$ cat src/rtl/lsu_axi_master_if.sv
// LSU core request/response and AXI-lite master bundle.
// master: LSU side; slave: core + SRAM slave side.
`timescale 1ns/1ps
interface lsu_axi_master_if #(
  parameter int ADDR_W = 32,
  parameter int DATA_W = 32
);
  logic              req_valid;
  logic              req_ready;
  logic              req_we;
  logic [ADDR_W-1:0] req_addr;
  logic [DATA_W-1:0] req_wdata;
  logic [1:0]        req_size;
  logic              req_unsigned;
  logic              resp_valid;
  logic [DATA_W-1:0] resp_rdata;
  logic              resp_err;

  logic [ADDR_W-1:0] araddr;
  logic              arvalid;
  logic              arready;
  logic [DATA_W-1:0] rdata;
  logic [1:0]        rresp;
  logic              rvalid;
  logic              rready;

  logic [ADDR_W-1:0] awaddr;
  logic              awvalid;
  logic              awready;
  logic [DATA_W-1:0] wdata;
  logic [3:0]        wstrb;
  logic              wvalid;
  logic              wready;
  logic [1:0]        bresp;
  logic              bvalid;
  logic              bready;

  modport master (
    input  req_valid, req_we, req_addr,
    input  req_wdata, req_size, req_unsigned,
    output req_ready,
    output resp_valid, resp_rdata, resp_err,
    output araddr, arvalid,
    input  arready,
    input  rdata, rresp, rvalid,
    output rready,
    output awaddr, awvalid,
    input  awready,
    output wdata, wstrb, wvalid,
    input  wready,
    input  bresp, bvalid,
    output bready
  );

  modport slave (
    output req_valid, req_we, req_addr,
    output req_wdata, req_size, req_unsigned,
    input  req_ready,
    input  resp_valid, resp_rdata, resp_err,
    input  araddr, arvalid,
    output arready,
    output rdata, rresp, rvalid,
    input  rready,
    input  awaddr, awvalid,
    output awready,
    input  wdata, wstrb, wvalid,
    output wready,
    output bresp, bvalid,
    input  bready
  );
endinterface

$ cat src/rtl/lsu_axi_master.sv
// LSU AXI-lite master: one load/store -> one AXI-lite read or write.
// Ports: clk, rst_n (async active-low), bus (lsu_axi_master_if.master).
`timescale 1ns/1ps
module lsu_axi_master #(
  parameter int ADDR_W = 32,
  parameter int DATA_W = 32
) (
  input logic             clk,
  input logic             rst_n,
  lsu_axi_master_if.master bus
);
  typedef enum logic [2:0] {
    S_IDLE,
    S_RD_ADDR,
    S_RD_DATA,
    S_WR_REQ,
    S_WR_RESP,
    S_RESP
  } state_e;

  state_e r_state;
  state_e w_next;

  logic [ADDR_W-1:0] r_addr;
  logic [DATA_W-1:0] r_wdata;
  logic [3:0]        r_wstrb;
  logic [1:0]        r_size;
  logic              r_uns;
  logic              r_aw_done;
  logic              r_w_done;
  logic [DATA_W-1:0] r_rdata;
  logic              r_err;

  logic              w_accept;
  logic              w_bad;
  logic [4:0]        w_sh;
  logic [3:0]        w_strb;
  logic [DATA_W-1:0] w_lane;
  logic [DATA_W-1:0] w_ext;
  logic              w_ar_hs;
  logic              w_r_hs;
  logic              w_aw_hs;
  logic              w_w_hs;
  logic              w_b_hs;

  always_comb begin
    w_accept = bus.req_valid && (r_state == S_IDLE);
    w_bad    = (bus.req_size == 2'b11)
            || ((bus.req_size == 2'b01) && bus.req_addr[0])
            || ((bus.req_size == 2'b10) && (bus.req_addr[1:0] != 2'b00));
    w_sh     = {bus.req_addr[1:0], 3'b000};
    w_ar_hs  = bus.arvalid && bus.arready;
    w_r_hs   = bus.rvalid  && bus.rready;
    w_aw_hs  = bus.awvalid && bus.awready;
    w_w_hs   = bus.wvalid  && bus.wready;
    w_b_hs   = bus.bvalid  && bus.bready;
  end

  always_comb begin
    w_strb = 4'b1111;
    unique case (1'b1)
      bus.req_size == 2'b00: w_strb = 4'b0001;
      bus.req_size == 2'b01: w_strb = 4'b0011;
      default:               w_strb = 4'b1111;
    endcase
  end

  // Lane-align the returned word, then extend the byte/half.
  always_comb begin
    w_lane = bus.rdata >> {r_addr[1:0], 3'b000};
    w_ext  = w_lane;
    unique case (1'b1)
      r_size == 2'b00:
        w_ext = r_uns ? {{(DATA_W-8){1'b0}}, w_lane[7:0]}
                      : {{(DATA_W-8){w_lane[7]}}, w_lane[7:0]};
      r_size == 2'b01:
        w_ext = r_uns ? {{(DATA_W-16){1'b0}}, w_lane[15:0]}
                      : {{(DATA_W-16){w_lane[15]}}, w_lane[15:0]};
      default:
        w_ext = w_lane;
    endcase
  end

  always_ff @(posedge clk or negedge rst_n) begin
    if (!rst_n) r_state <= S_IDLE;
    else        r_state <= w_next;
  end

  always_comb begin
    w_next = r_state;
    unique case (r_state)
      S_IDLE: begin
        if (w_accept) begin
          if (w_bad)           w_next = S_RESP;
          else if (bus.req_we) w_next = S_WR_REQ;
          else                 w_next = S_RD_ADDR;
        end
      end
      S_RD_ADDR: if (w_ar_hs) w_next = S_RD_DATA;
      S_RD_DATA: if (w_r_hs)  w_next = S_RESP;
      S_WR_REQ: begin
        if ((r_aw_done || w_aw_hs) && (r_w_done || w_w_hs))
          w_next = S_WR_RESP;
      end
      S_WR_RESP: if (w_b_hs) w_next = S_RESP;
      S_RESP:    w_next = S_IDLE;
      default:   w_next = S_IDLE;
    endcase
  end

  always_comb begin
    bus.req_ready  = (r_state == S_IDLE);
    bus.arvalid    = (r_state == S_RD_ADDR);
    bus.araddr     = r_addr;
    bus.rready     = (r_state == S_RD_DATA);
    bus.awvalid    = (r_state == S_WR_REQ) && !r_aw_done;
    bus.awaddr     = r_addr;
    bus.wvalid     = (r_state == S_WR_REQ) && !r_w_done;
    bus.wdata      = r_wdata;
    bus.wstrb      = r_wstrb;
    bus.bready     = (r_state == S_WR_RESP);
    bus.resp_valid = (r_state == S_RESP);
    bus.resp_rdata = r_rdata;
    bus.resp_err   = r_err;
  end

  always_ff @(posedge clk or negedge rst_n) begin
    if (!rst_n) begin
      r_addr    <= '0;
      r_wdata   <= '0;
      r_wstrb   <= '0;
      r_size    <= '0;
      r_uns     <= 1'b0;
      r_aw_done <= 1'b0;
      r_w_done  <= 1'b0;
      r_rdata   <= '0;
      r_err     <= 1'b0;
    end else begin
      if (w_accept) begin
        r_addr    <= bus.req_addr;
        r_wdata   <= bus.req_wdata << w_sh;
        r_wstrb   <= w_strb << bus.req_addr[1:0];
        r_size    <= bus.req_size;
        r_uns     <= bus.req_unsigned;
        r_aw_done <= 1'b0;
        r_w_done  <= 1'b0;
        // Rejected access goes straight to RESP, so load the result now.
        if (w_bad) begin
          r_rdata <= '0;
          r_err   <= 1'b1;
        end
      end
      if (r_state == S_WR_REQ) begin
        if (w_aw_hs) r_aw_done <= 1'b1;
        if (w_w_hs)  r_w_done  <= 1'b1;
      end
      if ((r_state == S_RD_DATA) && w_r_hs) begin
        r_err   <= (bus.rresp != 2'b00);
        r_rdata <= (bus.rresp != 2'b00) ? '0 : w_ext;
      end
      if ((r_state == S_WR_RESP) && w_b_hs) begin
        r_err   <= (bus.bresp != 2'b00);
        r_rdata <= '0;
      end
    end
  end
endmodule

$ cat src/flat_wrapper.sv
// flat-port wrapper written by rule: the top's interface ports become plain ports
module lsu_axi_master_flat 
#(
  parameter int ADDR_W = 32,
  parameter int DATA_W = 32
)
  (clk, rst_n, bus_req_valid, bus_req_we, bus_req_addr, bus_req_wdata, bus_req_size, bus_req_unsigned, bus_req_ready, bus_resp_valid, bus_resp_rdata, bus_resp_err, bus_araddr, bus_arvalid, bus_arready, bus_rdata, bus_rresp, bus_rvalid, bus_rready, bus_awaddr, bus_awvalid, bus_awready, bus_wdata, bus_wstrb, bus_wvalid, bus_wready, bus_bresp, bus_bvalid, bus_bready);
  lsu_axi_master_if #(.ADDR_W(ADDR_W), .DATA_W(DATA_W)) bus_i ();
  input logic clk;
  input logic rst_n;
  input wire logic [$bits(bus_i.req_valid)-1:0] bus_req_valid;
  input wire logic [$bits(bus_i.req_we)-1:0] bus_req_we;
  input wire logic [$bits(bus_i.req_addr)-1:0] bus_req_addr;
  input wire logic [$bits(bus_i.req_wdata)-1:0] bus_req_wdata;
  input wire logic [$bits(bus_i.req_size)-1:0] bus_req_size;
  input wire logic [$bits(bus_i.req_unsigned)-1:0] bus_req_unsigned;
  output wire logic [$bits(bus_i.req_ready)-1:0] bus_req_ready;
  output wire logic [$bits(bus_i.resp_valid)-1:0] bus_resp_valid;
  output wire logic [$bits(bus_i.resp_rdata)-1:0] bus_resp_rdata;
  output wire logic [$bits(bus_i.resp_err)-1:0] bus_resp_err;
  output wire logic [$bits(bus_i.araddr)-1:0] bus_araddr;
  output wire logic [$bits(bus_i.arvalid)-1:0] bus_arvalid;
  input wire logic [$bits(bus_i.arready)-1:0] bus_arready;
  input wire logic [$bits(bus_i.rdata)-1:0] bus_rdata;
  input wire logic [$bits(bus_i.rresp)-1:0] bus_rresp;
  input wire logic [$bits(bus_i.rvalid)-1:0] bus_rvalid;
  output wire logic [$bits(bus_i.rready)-1:0] bus_rready;
  output wire logic [$bits(bus_i.awaddr)-1:0] bus_awaddr;
  output wire logic [$bits(bus_i.awvalid)-1:0] bus_awvalid;
  input wire logic [$bits(bus_i.awready)-1:0] bus_awready;
  output wire logic [$bits(bus_i.wdata)-1:0] bus_wdata;
  output wire logic [$bits(bus_i.wstrb)-1:0] bus_wstrb;
  output wire logic [$bits(bus_i.wvalid)-1:0] bus_wvalid;
  input wire logic [$bits(bus_i.wready)-1:0] bus_wready;
  input wire logic [$bits(bus_i.bresp)-1:0] bus_bresp;
  input wire logic [$bits(bus_i.bvalid)-1:0] bus_bvalid;
  output wire logic [$bits(bus_i.bready)-1:0] bus_bready;
  assign bus_i.req_valid = bus_req_valid;
  assign bus_i.req_we = bus_req_we;
  assign bus_i.req_addr = bus_req_addr;
  assign bus_i.req_wdata = bus_req_wdata;
  assign bus_i.req_size = bus_req_size;
  assign bus_i.req_unsigned = bus_req_unsigned;
  assign bus_req_ready = bus_i.req_ready;
  assign bus_resp_valid = bus_i.resp_valid;
  assign bus_resp_rdata = bus_i.resp_rdata;
  assign bus_resp_err = bus_i.resp_err;
  assign bus_araddr = bus_i.araddr;
  assign bus_arvalid = bus_i.arvalid;
  assign bus_i.arready = bus_arready;
  assign bus_i.rdata = bus_rdata;
  assign bus_i.rresp = bus_rresp;
  assign bus_i.rvalid = bus_rvalid;
  assign bus_rready = bus_i.rready;
  assign bus_awaddr = bus_i.awaddr;
  assign bus_awvalid = bus_i.awvalid;
  assign bus_i.awready = bus_awready;
  assign bus_wdata = bus_i.wdata;
  assign bus_wstrb = bus_i.wstrb;
  assign bus_wvalid = bus_i.wvalid;
  assign bus_i.wready = bus_wready;
  assign bus_i.bresp = bus_bresp;
  assign bus_i.bvalid = bus_bvalid;
  assign bus_bready = bus_i.bready;
  lsu_axi_master #(.ADDR_W(ADDR_W), .DATA_W(DATA_W)) u_core (.clk(clk), .rst_n(rst_n), .bus(bus_i));
endmodule
$ cat config.mk
export PLATFORM = sky130hd
export DESIGN_NAME = lsu_axi_master_flat
export DESIGN_NICKNAME = d
export VERILOG_FILES = /design/src/rtl/lsu_axi_master_if.sv /design/src/rtl/lsu_axi_master.sv /design/src/flat_wrapper.sv
export SDC_FILE = /design/constraint.sdc
export NUM_CORES = 1
export LEC_CHECK = 0
export ABC_AREA = 1
export BUFFER_PORTS_ARGS = -buffer_cell sky130_fd_sc_hd__clkbuf_2
export CAP_MARGIN = 20
export CELL_PAD_IN_SITES_DETAIL_PLACEMENT = 1
export CELL_PAD_IN_SITES_GLOBAL_PLACEMENT = 1
export CORE_AREA = 2 2 169 121
export DETAILED_ROUTE_END_ITERATION = 16
export DIE_AREA = 0 0 171 123
export HOLD_SLACK_MARGIN = 0.03
export PLACE_DENSITY = 0.86
export SLEW_MARGIN = 15
export SYNTH_ARGS = -nofsm -noshare
export SYNTH_HDL_FRONTEND = slang
export SYNTH_SLANG_ARGS = --single-unit
export TNS_END_PERCENT = 100
$ cat constraint.sdc
create_clock -name clk -period 1.5 [get_ports clk]
set_input_delay 0.225 -clock clk [delete_from_list [all_inputs] [get_ports clk]]
set_output_delay 0.225 -clock clk [all_outputs]
set_load 0.01 [all_outputs]
==> results.py, run 1 <==
metrics = {
    "status": {
        "status": "complete, but fails checks",
        "violations": "setup timing",
    },
    "yosys": {
        "ys_seq_area_share_pct": 47.4,
        "synth-seq-cells": 109,
        "syn-num-nets": 894,
        "ys_types": 28,
        "async_flop_share_pct": 100,
        "synth-main-ff-cell": "dfrtp_1",
        "yosys.area.top_type": "dfrtp_1",
        "yosysWarnings": 0,
        "netlist_instances": 782,
        "syn_avg_cell_area_sq_um": 7.36,
        "synth_edf_count": 0,
        "synth_top_area_share_pct": 47.4,
        "mappedNetlistArea_sq_um": 5760,
        "synth_area_leaders": "dfrtp_1, nand2_1, o21ai_0",
    },
    "die": {
        "die_area_sq_um": 21000,
        "pin_count": 252,
        "die_h_microns": 123,
        "rows": 43,
        "core-area_sq_um": 19500,
        "start_util_pct": 29.6,
        "dieWidth_microns": 171,
    },
    "sta": {
        "tns_ns": -2.15,
        "setup_viol": 59,
        "rsz0062_at_grt": "true",
        "min_period_over_period_pct": 107,
        "period_minus_slack_ns": 1.60,
        "slew_viol_final": 0,
        "layout_setup_ws_ns": -0.104,
        "finalHoldViolCount": 0,
        "skew_ns": 0.00595,
        "max_freq_ghz": 0.623,
        "tightest_slew_ns": 0.679,
        "relSlewSlack_pct": 54.5,
    },
    "final_layout": {
        "design_area_sq_um": 8440,
        "multi_input_area_sq_um": 2750,
        "drive_above_1_share_pct": 40.8,
        "fin_nets": 1154,
        "fin_cells": 1317,
        "n_fill_cell": 2457,
        "seqCellArea_sq_um": 2730,
        "diodes": 0,
        "syn_to_final_growth_pct": 46.5,
    },
    "routing": {
        "drt_wl_total_mm": 23.1,
        "drtIter0Drc": 401,
        "num_vias": 6163,
        "final_antenna_net_count": 0,
        "wl_per_cell_microns": 17.5,
        "drc": 0,
        "drt_first_pass_iters": 4,
        "via_per_inst": 4.68,
    },
    "pwr": {
        "leakage_nw": 4.77,
        "worst_ir_drop_vdd_mv": 0.645,
        "powerDensity_nw_per_um2": 1920,
        "p_total_mw": 16.2,
    },
    "clock_network": {
        "cts_made_buffers": 9,
        "cts.sinks": 109,
        "cts_tree": "yes",
        "clk_pin_slew_ns": 0.08,
        "clock_latency_ns": 0.35,
        "cts-htree-levels": 3,
        "cts_buffer_depth": 2,
        "clockRootBuffer": "clkbuf_16",
    },
    "critical_path": {
        "worstPathArrival_ns": 1.38,
        "crit_family": "flip-flops",
        "worstSetupPathType": "reg -> out",
        "reg2reg_slack_ns": -0.07,
        "required_ns": 1.27,
        "cp-end-kind": "output pin",
        "r2r-end": "u_core.bus.wdata[17]",
        "rr_startpoint": "u_core.r_state[1]",
        "cp_slowest_stage_delay_ns": 0.45,
        "crit_buf_inv": 3,
        "critPathMaxFanout": 3,
        "path_cells": "nor2_4 > nand2_4 > buf_4 > inv_4 > buf_6",
        "rr_worst_depth": 8,
        "slowest_stage": "dfrtp_2",
        "startpoint_type": "flop",
    },
    "global_route": {
        "antenna_found_initial": 0,
        "grt_pass1_wl_mm": 34.3,
        "grt_pass1_vias": 6207,
        "grt_max_degree": 110,
        "grt_use_total_pct": 21.2,
        "overflow": 0,
    },
    "worst_hold_path": {
        "hold_class": "in -> reg",
        "min-delay-start": "bus_req_addr[11]",
        "min_to": "u_core.bus.araddr[11]",
        "holdPathStages": 3,
    },
    "placement": {
        "routabilityCongestion": 0.871,
        "postPlaceCellArea_sq_um": 7260,
        "io_buffers": 251,
        "dp_cells": 1268,
        "place_hpwl_mm": 15.4,
    },
    "flow_run": {
        "cap_violations": 0,
    },
}
## kinds of logic after synthesis
kind of cell           share of synthesized area [%]
and+or+nand+nor                                 32.9
DFF                                             47.4
buffers and inverters                           10.8
AOI/OAI and AO/OA                               8.93
## sequential cells by signal (all words and copies together), names as in the netlist
register and cells:
u_core.bus.resp_err 1, u_core.bus.wstrb 4, u_core.bus.wdata 32, u_core.r_aw_done 1, u_core.r_w_done 1, u_core.bus.resp_rdata 32
u_core.r_state 3, u_core.bus.araddr 32, u_core.r_size 2, u_core.r_uns 1
## area by class of cell
class,instances,share of cell area (%)
timing repair buffer,318,25.4
clock inverter,7,0.682
tap,270,4.00
clock buffer,9,2.67
multi-input combinational,559,32.6
sequential,109,32.4
inverter,45,2.27
## timing repair
item                       in CTS  in global routing
hold endpoints to repair      109                  0
setup buffers                  20                  6
gates cloned                   10                  4
hold buffers                    1                  0
pin swaps                      20                 31
setup endpoints to repair      83                113
resized for setup              82                 84
## stage by stage
| stage | hold slack, ns | util [%] | setup slack (ns) |
|---|---|---|---|
| floorplan | -0.0706 | - | 0.0859 |
| finish | 0.0691 | 43.3 | -0.104 |
| detailed placement | 0.364 | 37.3 | -0.354 |
| global route | 0.0590 | 43.3 | -0.176 |
| global placement | 0.365 | 37.3 | -0.253 |
| CTS | 0.0517 | 42.0 | -0.136 |
## where the power goes
part           internal, mW  total [mW]  switching [mW]
Sequential             4.04        4.83           0.796
Combinational          3.81        9.00            5.19
Clock                  1.16        2.38            1.22
## Yosys cell counts (all sizes together), types with 2 or more instances
cell type and n:
clkbuf 10, o211ai 10, nor2 27, or2 9, nand3b 2, o21ai 73
buf 62, a21oi 11, dfrtp 109, nand2 355, nand3 65, inv 44
## placed cells by master, fill, tap and decap left out, types with 2 or more instances in the layout
master,instances
a21oi_4,2
inv_4,4
nor2_2,4
buf_2,3
o21ai_1,5
nand3_2,9
o21ai_0,55
inv_6,3
dfrtp_2,3
clkbuf_16,10
o21ai_2,13
nand2_1,320
o211ai_1,10
buf_6,17
inv_2,4
nand2_2,20
inv_1,35
buf_12,11
nand3_1,55
dfrtp_1,106
clkinvlp_4,2
a21oi_1,10
nor2_1,18
buf_4,29
clkbuf_2,245
nor2_4,4
buf_8,5
or2_2,9
buf_16,6
nand3b_1,2
nand2_4,16
## how the worst max path moves through the flow
| stage | from | to | slack [ns] | depth (start not counted) |
|---|---|---|---|---|
| 3_3_place_gp | bus_req_size[1] | u_core.bus.resp_rdata[22] | -0.25 | 6 |
| 4_1_cts | u_core.r_state[0] | bus_bready | -0.14 | 6 |
| 6_report | u_core.r_state[1] | bus_req_ready | -0.10 | 5 |
| 5_1_grt | u_core.r_state[1] | u_core.bus.wdata[17] | -0.18 | 8 |
| 2_1_floorplan | u_core.r_state[0] | u_core.bus.araddr[11] | 0.09 | 8 |
| 3_5_place_dp | bus_req_size[1] | u_core.bus.resp_rdata[5] | -0.35 | 6 |
## worst reg2reg max path, delay by kind of cell (launching register included)
| family | cells | cell delay, ns |
|---|---|---|
| compound gates | 1 | 0.20 |
| buf+inv | 3 | 0.39 |
| simple gates | 4 | 0.45 |
| flops | 1 | 0.45 |
## metal layers
| metal | vias up | track usage (%) | share of wire, % |
|---|---|---|---|
| met4 | 0 | 5.24 | 1.8 |
| met5 | - | 0 | 0 |
| met2 | 197 | 33.0 | 45 |
| met1 | 2975 | 29.7 | 46 |
| met3 | 29 | 5.25 | 7.2 |
| li1 | 2962 | - | - |
(Power assumes the default switching activity.)
==> run 2: changes to the inputs <==
BUFFER_PORTS_ARGS = unset   (was -buffer_cell sky130_fd_sc_hd__clkbuf_2)
CORE_AREA = 2 2 147 106   (was 2 2 169 121)
DIE_AREA = 0 0 149 108   (was 0 0 171 123)
DONT_BUFFER_PORTS = 1   (was unset)
PLACE_DENSITY = 0.84   (was 0.86)
==> run 2 against run 1 <==
  * The flow finishes with violations (hold timing, setup timing)
  * Wire length down 8.1%
  * Total power down 12%
  * Global-route usage up 3.1 points
  * Cell count down 23%
  * Maximum frequency up 5.3%
  * Critical path depth unchanged
  * Via count down 12%
  * Die area down 23%
  * Clock-buffer cell count up 2
==> results.py, run 2 (synthesis results as in run 1) <==
metrics = {
    "status": {
        "status": "complete, but fails checks",
        "violations": "hold timing, setup timing",
    },
    "pwr": {
        "p_total_mw": 14.3,
        "powerDensity_nw_per_um2": 1990,
        "leakage_nw": 3.70,
        "switching_share_pct": 45.9,
        "p_switching_mw": 6.55,
        "worst_ir_drop_vdd_mv": 0.731,
        "pwr-share-comb_pct": 42.8,
        "power.share.clock_pct": 16.7,
        "intPower_mw": 7.73,
        "p_seq_share_pct": 40.4,
    },
    "clock_network": {
        "clockRootBuffer": "clkbuf_16",
        "cts_buffer_depth": 2,
        "clock_latency_ns": 0.34,
        "cts.sinks": 109,
        "cts_made_buffers": 9,
        "clk_pin_slew_ns": 0.07,
        "holdBufCountCts": 34,
        "cts_tree": "yes",
        "cts-htree-levels": 3,
    },
    "routing": {
        "num_vias": 5406,
        "drtIter0Drc": 351,
        "drt_first_pass_iters": 5,
        "drc": 0,
        "via_per_inst": 5.35,
        "wl_per_cell_microns": 21.0,
        "drt_wl_total_mm": 21.2,
        "final_antenna_net_count": 0,
    },
    "die": {
        "dieWidth_microns": 149,
        "die_h_microns": 108,
        "die_area_sq_um": 16100,
        "start_util_pct": 39.6,
        "pin_count": 252,
        "rows": 37,
        "core-area_sq_um": 14500,
    },
    "global_route": {
        "grt_use_total_pct": 24.3,
        "overflow": 0,
        "grt_max_degree": 110,
        "grt_pass1_wl_mm": 30.2,
        "grt_pass1_vias": 5324,
        "antenna_found_initial": 0,
    },
    "final_layout": {
        "fin_nets": 923,
        "syn_to_final_growth_pct": 24.9,
        "final_util_pct": 49.5,
        "final_common_cell": "nand2_1",
        "drive_above_1_share_pct": 19.2,
        "final_cell_mix": "nand2_1, dfrtp_1, o21ai_0, nand3_1, dlygate4sd3_1",
        "diodes": 0,
    },
    "sta": {
        "relSlewSlack_pct": 55.8,
        "layout_setup_ws_ns": -0.0234,
        "finalHoldViolCount": 109,
        "timing.hold.ws_ns": -0.418,
        "setup_viol": 7,
        "slew_viol_final": 0,
        "rsz0062_at_grt": "true",
        "skew_ns": 0.0100,
        "period_minus_slack_ns": 1.52,
        "max_freq_ghz": 0.656,
        "tightest_slew_ns": 0.663,
        "min_period_over_period_pct": 102,
    },
    "critical_path": {
        "worstPathArrival_ns": 1.30,
        "critPathMaxFanout": 4,
        "worstSetupPathType": "reg -> out",
        "cp-end-kind": "output pin",
        "startpoint_type": "flop",
        "required_ns": 1.27,
    },
    "placement": {
        "routabilityCongestion": 0.857,
        "place_hpwl_mm": 13.6,
        "io_buffers": 0,
    },
    "worst_hold_path": {
        "hold_class": "in -> async",
    },
    "flow_run": {
        "cap_violations": 0,
    },
}
run 2: repair_timing:
action	4_1_cts	5_1_grt
setup buffers	6	7
resized for setup	16	104
cloned	2	11
hold endpoints to repair	143	109
pin swaps	2	19
endpoints found under the setup margin	63	94
run 2: per-layer routing:
layer / GRT usage [%] / share of wire (%) / vias up
li1: - / - / 2492
met1: 31.8 / 44 / 2694
met2: 39.4 / 46 / 200
met3: 8.23 / 8.7 / 20
met4: 5.03 / 1.4 / 0
met5: 0 / 0 / -
run 2: per-stage QoR:
| step | cells | setup WS [ns] | hold slack (ns) | cell area (sq um) | setup TNS, ns |
|---|---|---|---|---|---|
| 2_1_floorplan | 782 | 0.0859 | -0.0706 | 5760 | 0 |
| 3_3_place_gp | 935 | -0.160 | -0.0669 | 5860 | -5.13 |
| 3_5_place_dp | 935 | -0.305 | -0.0651 | 5860 | -10.19 |
| 4_1_cts | 993 | -0.0933 | -0.441 | 6660 | -0.895 |
| 5_1_grt | 1011 | -0.102 | -0.448 | 7190 | -2.88 |
| 6_report | 1011 | -0.0234 | -0.418 | 7190 | -0.127 |
run 2: path summary, 6_finish.rpt:
check / from / to / slack (ns) / cells after the start
worst min register to register: u_core.r_uns / u_core.r_uns / 0.53 / 2
worst min-delay path: rst_n / u_core.r_state[2] / -0.42 / 0
worst max-delay path: u_core.r_state[0] / bus_awvalid / -0.02 / 5
worst max register to register: u_core.r_state[0] / u_core.bus.resp_rdata[23] / -0.02 / 9
max in group asynchronous: rst_n / u_core.bus.araddr[23] / 1.71 / 0
min in group clk: bus_awready / u_core.r_aw_done / 0.04 / 2
run 2: worst max-delay path: stages, from the launching register on:
cell     delay [ns]
dfrtp_2        0.43
buf_6          0.13
nand2_4        0.05
nor2_4         0.14
inv_2          0.08
nor2_4         0.13
run 2: final cells by class:
class                      count  area, sq um
clock buffer                  11          253
inverter                      45          179
timing repair buffer          86         1030
clock inverter                 5         40.0
sequential                   109         2730
multi-input combinational    560         2720
tap                          195          244
fill                        1780         7340
run 2: power groups by stage:
stage | Clock [mW] | Combinational [mW] | Sequential, mW
6_report | 2.39 | 6.12 | 5.78
5_1_grt | 2.57 | 6.79 | 5.95
4_1_cts | 2.45 | 5.19 | 5.75
3_5_place_dp | 0 | 4.69 | 5.78
3_3_place_gp | 0 | 4.48 | 5.74
2_1_floorplan | 0 | 4.01 | 5.23
